**config.mk**
```make
export PLATFORM = sky130hd
export DESIGN_NAME = sram_mem_ctrl
export DESIGN_NICKNAME = d
export VERILOG_FILES = /design/src/rtl/arm_mem_pkg.sv /design/src/rtl/sram_wait_timer.sv /design/src/rtl/sram_mem_ctrl.sv
export SDC_FILE = /design/constraint.sdc
export NUM_CORES = 1
export LEC_CHECK = 0
export CAP_MARGIN = 20
export CORE_ASPECT_RATIO = 0.5
export CORE_MARGIN = 2
export CORE_UTILIZATION = 47
export DETAILED_ROUTE_END_ITERATION = 7
export PLACE_DENSITY = 0.86
export SKIP_CTS_REPAIR_TIMING = 1
export SYNTH_ARGS = -nofsm -noshare
export SYNTH_HDL_FRONTEND = slang
export SYNTH_HIERARCHICAL = 1
export SYNTH_SLANG_ARGS = --single-unit
```
**constraint.sdc**
```tcl
create_clock -name clk -period 4.2 [get_ports clk]
set_input_delay 0.84 -clock clk [delete_from_list [all_inputs] [get_ports clk]]
set_output_delay 0.84 -clock clk [all_outputs]
set_load 0.1 [all_outputs]
```
**src/rtl/arm_mem_pkg.sv**
```systemverilog
// Shared types, default widths and helper functions for the MEM-stage SRAM controller.
package arm_mem_pkg;

    localparam int DEF_DATA_W    = 32;
    localparam int DEF_SRAM_DW   = 16;
    localparam int DEF_SRAM_AW   = 18;
    localparam int DEF_WAIT_CYC  = 2;
    localparam int DEF_BASE_ADDR = 1024;

    typedef enum logic [1:0] {
        IDLE   = 2'd0,
        ACCESS = 2'd1,
        DONE   = 2'd2
    } state_t;

    function automatic int calc_beats(input int data_w, input int sram_dw);
        return data_w / sram_dw;
    endfunction

    function automatic int calc_byte_shift(input int data_w);
        return $clog2(data_w / 8);
    endfunction

endpackage

```
**src/rtl/sram_wait_timer.sv**
```systemverilog
// Per-beat wait-state counter: counts 0..MAX, wraps to 0 after the terminal count.
module sram_wait_timer #(
    parameter int W   = 2,
    parameter int MAX = 2
) (
    input  logic clk,
    input  logic rst,
    input  logic clr_i,
    input  logic en_i,
    output logic tc_o
);

    logic [W-1:0] cnt_q, cnt_d;

    assign tc_o = (cnt_q == W'(MAX));

    always_comb begin
        cnt_d = cnt_q;
        if (clr_i) begin
            cnt_d = '0;
        end else if (en_i) begin
            cnt_d = tc_o ? '0 : cnt_q + W'(1);
        end
    end

    always_ff @(posedge clk) begin
        if (!rst) begin
            cnt_q <= '0;
        end else begin
            cnt_q <= cnt_d;
        end
    end

endmodule

```
**src/rtl/sram_mem_ctrl.sv**
```systemverilog
// Multi-cycle MEM-stage controller: one DATA_W load/store split into SRAM_DW beats with wait states.
// Optional one-entry last-read bypass buffer enabled by defining SRAM_LAST_RD_BYPASS_EN.
module sram_mem_ctrl
    import arm_mem_pkg::*;
#(
    parameter int DATA_W    = DEF_DATA_W,
    parameter int SRAM_DW   = DEF_SRAM_DW,
    parameter int SRAM_AW   = DEF_SRAM_AW,
    parameter int WAIT_CYC  = DEF_WAIT_CYC,
    parameter int BASE_ADDR = DEF_BASE_ADDR
) (
    input  logic               clk,
    input  logic               rst,
    input  logic               rd_en,
    input  logic               wr_en,
    input  logic [DATA_W-1:0]  addr,
    input  logic [DATA_W-1:0]  wdata,
    output logic [DATA_W-1:0]  rdata,
    output logic               ready,
    output logic [SRAM_AW-1:0] sram_addr,
    output logic [SRAM_DW-1:0] sram_dq_out,
    output logic               sram_dq_oe,
    input  logic [SRAM_DW-1:0] sram_dq_in,
    output logic               sram_we_n,
    output state_t             dbg_state
);

    localparam int BEATS = calc_beats(DATA_W, SRAM_DW);
    localparam int SHIFT = calc_byte_shift(DATA_W);
    localparam int BW    = (BEATS > 1) ? $clog2(BEATS) : 1;
    localparam int CW    = (WAIT_CYC > 0) ? $clog2(WAIT_CYC + 1) : 1;

    state_t            state_q, state_d;
    logic [BW-1:0]     beat_q, beat_d;
    logic [DATA_W-1:0] addr_q, addr_d;
    logic [DATA_W-1:0] wdata_q, wdata_d;
    logic              op_wr_q, op_wr_d;
    logic [DATA_W-1:0] rdata_q, rdata_d;
    logic              timer_clr, timer_en, wait_tc, last_beat;
    logic [DATA_W-1:0] word_idx, lin_addr;

    sram_wait_timer #(.W(CW), .MAX(WAIT_CYC)) u_wait_timer (
        .clk   (clk),
        .rst   (rst),
        .clr_i (timer_clr),
        .en_i  (timer_en),
        .tc_o  (wait_tc)
    );

    // Address arithmetic is modulo 2^DATA_W; the SRAM address silently wraps.
    assign word_idx  = (addr_q - DATA_W'(BASE_ADDR)) >> SHIFT;
    assign lin_addr  = word_idx * DATA_W'(BEATS) + DATA_W'(beat_q);
    assign last_beat = (beat_q == BW'(BEATS - 1));

    assign ready     = !((rd_en | wr_en) && (state_q != DONE));
    assign rdata     = rdata_q;
    assign dbg_state = state_q;

`ifdef SRAM_LAST_RD_BYPASS_EN
    logic              buf_valid_q, buf_valid_d;
    logic [DATA_W-1:0] buf_word_q, buf_word_d;
    logic [DATA_W-1:0] buf_data_q, buf_data_d;
    logic [DATA_W-1:0] in_word;
    logic              buf_hit;

    assign in_word = (addr - DATA_W'(BASE_ADDR)) >> SHIFT;
    assign buf_hit = buf_valid_q && (in_word == buf_word_q);

    always_comb begin
        buf_valid_d = buf_valid_q;
        buf_word_d  = buf_word_q;
        buf_data_d  = buf_data_q;
        if (state_q == IDLE && wr_en && in_word == buf_word_q) begin
            buf_data_d = wdata;
        end
        if (state_q == ACCESS && !op_wr_q && wait_tc && last_beat) begin
            buf_valid_d = 1'b1;
            buf_word_d  = word_idx;
            buf_data_d  = rdata_d;
        end
    end

    always_ff @(posedge clk) begin
        if (!rst) begin
            buf_valid_q <= 1'b0;
            buf_word_q  <= '0;
            buf_data_q  <= '0;
        end else begin
            buf_valid_q <= buf_valid_d;
            buf_word_q  <= buf_word_d;
            buf_data_q  <= buf_data_d;
        end
    end
`endif

    always_comb begin
        state_d     = state_q;
        beat_d      = beat_q;
        addr_d      = addr_q;
        wdata_d     = wdata_q;
        op_wr_d     = op_wr_q;
        rdata_d     = rdata_q;
        timer_clr   = 1'b0;
        timer_en    = 1'b0;
        sram_addr   = '0;
        sram_dq_out = '0;
        sram_dq_oe  = 1'b0;
        sram_we_n   = 1'b1;
        case (state_q)
            IDLE: begin
                timer_clr = 1'b1;
                if (rd_en | wr_en) begin
                    addr_d  = addr;
                    wdata_d = wdata;
                    op_wr_d = wr_en;
                    beat_d  = '0;
                    state_d = ACCESS;
`ifdef SRAM_LAST_RD_BYPASS_EN
                    if (!wr_en && buf_hit) begin
                        state_d = DONE;
                        rdata_d = buf_data_q;
                    end
`endif
                end
            end
            ACCESS: begin
                timer_en  = 1'b1;
                sram_addr = lin_addr[SRAM_AW-1:0];
                if (op_wr_q) begin
                    sram_dq_out = wdata_q[int'(beat_q)*SRAM_DW +: SRAM_DW];
                    sram_dq_oe  = 1'b1;
                    sram_we_n   = 1'b0;
                end
                if (wait_tc) begin
                    if (!op_wr_q) begin
                        rdata_d[int'(beat_q)*SRAM_DW +: SRAM_DW] = sram_dq_in;
                    end
                    if (last_beat) begin
                        state_d = DONE;
                    end else begin
                        beat_d = beat_q + BW'(1);
                    end
                end
            end
            DONE: begin
                state_d = IDLE;
            end
            default: begin
                state_d = IDLE;
            end
        endcase
    end

    always_ff @(posedge clk) begin
        if (!rst) begin
            state_q <= IDLE;
            beat_q  <= '0;
            addr_q  <= '0;
            wdata_q <= '0;
            op_wr_q <= 1'b0;
            rdata_q <= '0;
        end else begin
            state_q <= state_d;
            beat_q  <= beat_d;
            addr_q  <= addr_d;
            wdata_q <= wdata_d;
            op_wr_q <= op_wr_d;
            rdata_q <= rdata_d;
        end
    end

endmodule

```
==> results of run 1 <==
-- cells in the final DEF, fill, tap and decap left out, types with 2 or more instances in the layout --
cell and n:
a21oi_1 4, bufinv_16 4, dfxtp_1 87, clkbuf_1 2, clkdlybuf4s50_1 105, inv_1 6
nor2_1 22, clkbuf_16 9, mux2i_1 50, and2_1 9, or3b_1 2, a21boi_1 4
o21ai_0 53, nand2b_1 6, nand3_1 49, buf_4 40, nand2_1 52, or3_1 2
a21boi_0 47, nor4_1 2, xnor2_1 3
-- metrics by stage --
| step | instances | instance area [µm²] | hold slack, ps | setup slack (ps) |
|---|---|---|---|---|
| floorplan | 456 | 3950 | 452 | 77.4 |
| global placement | 673 | 5260 | 442 | 1140 |
| detailed placement | 673 | 5260 | 451 | 1120 |
| finish | 689 | 5620 | 460 | 779 |
| CTS | 689 | 5620 | 460 | 740 |
| global route | 689 | 5620 | 477 | 474 |
-- layer usage --
layer	track usage (%)	vias up	wire length, µm
li1	-	1804	-
met1	27.9	1665	4330
met2	36.9	103	4890
met3	6.65	13	749
met4	9.04	0	151
met5	0	-	0
-- cell usage after synthesis (all sizes together), types with 3 or more instances --
library cell and n:
nand2b 6, xnor2 3, a21oi 5, mux2i 50, nand3 49, clkbuf 25
a21boi 51, o21ai 53, nor2 23, nand2 52, inv 6, buf 16
dfxtp 87, and2 9
-- power groups by stage --
stage	clock network (W)	registers, W	logic (W)
finish	0.000962	0.000885	0.000391
global route	0.00102	0.000890	0.000419
CTS	0.000980	0.000885	0.000391
detailed placement	0	0.000903	0.000389
global placement	0	0.000901	0.000386
floorplan	0	0.000904	0.000261
-- state kept, by name, indices dropped and copies added (netlist names) --
signal	flops
op_wr_q	1
wdata_q	32
dbg_state	2
addr_q	17
u_wait_timer/cnt_q	2
rdata	32
beat_q	1
-- cells by family after synthesis --
logic type / count (synthesis) / share of synthesized area (%)
buffers and inverters: 48 / 5.45
AND/OR/NAND/NOR: 156 / 19.2
multiplexers: 50 / 12.7
flip-flops: 87 / 44.1
AO/OA/AOI/OAI: 111 / 17.5
XOR/XNOR: 3 / 0.666
adder cells (fa/ha/maj): 1 / 0.317
-- final cells by class --
| type | instances | area share [%] |
|---|---|---|
| Tap cell | 112 | 2.49 |
| Multi-Input combinational cell | 321 | 35.5 |
| Inverter | 7 | 0.467 |
| Clock inverter | 5 | 2.29 |
| Sequential cell | 87 | 31.0 |
| Timing Repair Buffer | 146 | 24.1 |
| Clock buffer | 11 | 4.14 |
-- worst max path at each step --
stage | start | to | slack, ps
CTS | dbg_state[0] | sram_dq_out[15] | 740
finish | dbg_state[0] | sram_dq_out[15] | 780
detailed placement | dbg_state[0] | sram_dq_out[15] | 1120
global placement | dbg_state[0] | sram_dq_out[15] | 1140
global route | dbg_state[0] | sram_dq_out[15] | 470
floorplan | dbg_state[0] | sram_dq_out[10] | 80
-- worst max-delay path: stages, from the launching register on --
cell      delay, ps
dfxtp_1         420
nand2b_1        250
inv_1           450
nand2_1         520
nor2_1          280
buf_4           320
==> metrics.cfg, run 1 <==
[sta]
fin_crit_sh_pct = 81.5
slew_headroom_pct = 31.1
period_minus_slack_ps = 3420
fin_worst_skew_ps = 4.80
fmax_mhz = 292
hold_violations = 0
setup-tns-final_ps = 0
finalMaxSlewViolations = 0
setup_viol_count_final = 0
worst_pin_slew_ps = 1030
rsz0062_at_grt = false

[routing]
routed_wl_um = 10100
viasPerCell = 5.20
post_drt_wl_per_cell_um = 14.7
remaining_drc_errors = 0
vias = 3585
drtIter0Drc = 195
drt-pass1-iter-count = 4
drtAntennaViolNets = 0

[cts]
cts_sinks = 87
clk_path_buf_depth = 2
htree_levels = 3
numCtsBuffers = 9
clk_pin_slew_ps = 60
cts_root_buffer = clkbuf_16
insertion_delay_ps = 330
cts_tree = yes

[floorplanning]
initial_core_util_pct = 48.8
die_h_um = 68.8
core_um2 = 8090
placementRows = 23
io-pin-count = 155
die_x_um = 134
dieArea_um2 = 9190

[synth]
synth.ff_latch_count = 87
async_reset_ff_share_pct = 0
synth_ff_type = dfxtp_1
synth_area_leaders = dfxtp_1 (44%), mux2i_1 (13%), a21boi_0 (8.9%)
ys_seq_area_share_pct = 44.1
synth.avg_cell_area_um2 = 8.65
ys_warn_count = 6
syn_inst = 456
synth_enable_flop_cells = 0
synth_cell_type_count = 36
synth.cell_area_um2 = 3950
syn_nets = 541
synth.top_cell.area_share_pct = 44.1
synth_top_area_cell = dfxtp_1

[min_path]
min-delay-start = rdata[6]
hold_depth = 2
hp-class = reg2reg
hold-path-endpoint = rdata[6]

[power]
vdd_ir_drop_max_uv = 316
switching_share_pct = 26.4
seq_power_share_pct = 39.6
clock_power_share_pct = 43.0
power_w = 0.00224
combPwrFrac_pct = 17.5
powerDensity_nw_per_um2 = 398
net-switching-power_w = 0.000590
power_leakage_nw = 2.20
internal_power_w = 0.00165

[worst_setup_path]
critPathKind = reg2out
worst_setup_path_start_kind = flip-flop
r2r_cells = 4
end_kind = output port
worstPathMaxFanout = 18
worstPathRequired_ps = 3360
r2r-start = u_wait_timer/cnt_q[1]
crit_arrival_ps = 2580
r2r_slack_ps = 2200
timing.rr.end = rdata[21]

[cells_and_area]
fillers = 652
multi_input_area_um2 = 2000
syn_to_final_growth_pct = 42.5
fin_nets = 657
finish.utilization_pct = 69.5
antenna_cells = 0
drive_above_1_share_pct = 10.6
seqCellArea_um2 = 1740

[run_status]
outcome = finished clean

[global_routing]
grt_use_total_pct = 22.3
grt_max_degree = 58
antenna_found_initial = 0
grt_overflow_total = 0
first_global_vias = 3263
grt_pass1_wl_um = 16000

[placement]
hpwl_um = 6520
gp_congestion = 0.795
portBuffers = 139

[flow_run]
cap_violations = 0

Note: power is estimated with default switching activity, not from simulation.
==> run 2, diff against run 1 <==
Settings changed: CORE_UTILIZATION 47 to 40, PLACE_DENSITY 0.86 to 0.77.
Clock period 4.2 ns to 2.8 ns, I/O delays scaled along.
==> run 2 against run 1 <==
- core utilization decreased by 5.4 points
- sequential power up 50%
- critical path type unchanged
- via count grew 0.81%
- largest cell class unchanged
- largest power group is now sequential cells
- count of clock-buffer cells in the layout fell by 1
==> metrics.cfg, run 2 (synthesis results as in run 1) <==
[run_status]
outcome = finished clean

[placement]
gp_congestion = 0.846  ; +6.3%
hpwl_um = 6710  ; +2.9%
portBuffers = 139  ; unchanged

[routing]
viasPerCell = 5.03  ; -3.3%
vias = 3614  ; +0.81%
drt-pass1-iter-count = 4  ; unchanged
remaining_drc_errors = 0  ; unchanged
drtAntennaViolNets = 0  ; unchanged
routed_wl_um = 10200  ; +0.79%
post_drt_wl_per_cell_um = 14.2  ; -3.3%
drtIter0Drc = 202  ; +3.6%

[sta]
rsz0062_at_grt = false
finalMaxSlewViolations = 0  ; unchanged
period_minus_slack_ps = 2670
worst_pin_slew_ps = 740  ; -290 ps
fmax_mhz = 374
setup-tns-final_ps = 0  ; unchanged
fin_crit_sh_pct = 95.4
slew_headroom_pct = 50.4  ; +19 points
fin_worst_skew_ps = 5.06  ; +0.260 ps
setup_viol_count_final = 0  ; unchanged
hold_violations = 0  ; unchanged

[cts]
cts_sinks = 87  ; unchanged
cts_tree = yes
clk_pin_slew_ps = 60  ; about the same
numCtsBuffers = 9  ; unchanged
clk_path_buf_depth = 2  ; unchanged
htree_levels = 3  ; unchanged
cts_root_buffer = clkbuf_16
insertion_delay_ps = 330  ; about the same

[global_routing]
grt_use_total_pct = 19.4  ; -2.8 points
grt_max_degree = 53  ; -8.6%
first_global_vias = 3453  ; +5.8%
grt_pass1_wl_um = 16400  ; +2.8%
antenna_found_initial = 0  ; unchanged
grt_overflow_total = 0  ; unchanged

[worst_setup_path]
critPathKind = reg2out
worstPathRequired_ps = 2240  ; -1120 ps
r2r-start = dbg_state[0]
crit_arrival_ps = 2110  ; -470 ps
end_kind = output port
worstSetupStartpoint = addr_q[12]
worstPathMaxFanout = 6  ; -12
worst_setup_path_start_kind = flip-flop

[floorplanning]
placementRows = 25  ; +8.7%
core_um2 = 9510  ; +18%
io-pin-count = 155  ; unchanged
dieArea_um2 = 10700  ; +17%
initial_core_util_pct = 41.5  ; -7.3 points
die_x_um = 144  ; +8.1%
die_h_um = 74.2  ; +7.9%

[cells_and_area]
syn_to_final_growth_pct = 54.6
fin_nets = 663  ; +0.91%
finish.utilization_pct = 64.1  ; -5.4 points
drive_above_1_share_pct = 22.3  ; +12 points
final_cell_mix = dfxtp_1 (85), clkdlybuf4s50_1 (67), nand2_1 (52), o21ai_0 (52), buf_4 (51)
antenna_cells = 0  ; unchanged
layout_commonest_cell = dfxtp_1

[flow_run]
cap_violations = 0  ; unchanged

[min_path]
min-delay-start = rdata[30]
hp-class = reg2reg

[power]
powerDensity_nw_per_um2 = 539  ; +35%
power_w = 0.00329  ; +47%
vdd_ir_drop_max_uv = 320  ; +1.3%
power_leakage_nw = 2.38  ; +8.4%

-- run 2: cell count changes in the layout (fill, tap and decap cells not counted), moves of 3 or more --
cell / previous run / this run
clkinv_2: 0 / 3
buf_4: 40 / 51
buf_12: 0 / 33
nor2_1: 22 / 6
nor2_4: 0 / 8
nor2_2: 1 / 9
clkdlybuf4s50_1: 105 / 67
-- run 2: power by group --
part	switching [W]	total (W)	internal (W)
Combinational	0.000402	0.000668	0.000266
Clock	0.000489	0.00129	0.000803
Sequential	0.0000330	0.00133	0.00129
Total	0.000924	0.00329	0.00236
-- run 2: per-layer routing --
layer	up-vias	routed length [µm]	GRT usage, %
met4	0	172	6.04
met2	96	4890	33.1
met1	1694	4570	23.6
met5	-	0	0
li1	1807	-	-
met3	17	575	6.89
-- run 2: layout make-up --
class	instances	area [µm²]
Sequential cell	87	1750
Timing Repair Buffer	152	1720
Multi-Input combinational cell	321	2110
Tap cell	135	169
Clock inverter	6	83.8
Clock buffer	10	239
Inverter	7	30.0
Fill cell	788	3410
-- run 2: final timing paths --
| check | depth (start not counted) | slack [ps] | end |
|---|---|---|---|
| setup / recovery | 5 | 130 | sram_addr[16] |
| hold / removal | 2 | 460 | rdata[30] |
| setup reg to reg | 5 | 840 | addr_q[18] |
| hold reg to reg | 2 | 460 | rdata[30] |
-- run 2: critical path, stage by stage, from the launching register on --
cell and delay (ps):
dfxtp_1 360, or4_4 560, nor4_1 240, buf_4 190
mux2i_4 230, buf_12 190
-- run 2: through the flow --
stage                     std cells  hold WS, ps  setup WS [ps]  cell area, µm²
after floorplan                 456          452           8.21            4070
after global placement          702          444            528            5770
after detailed placement        702          447            493            5770
after CTS                       718          462            109            6100
after global routing            718          476           21.0            6100
final                           718          459            128            6100
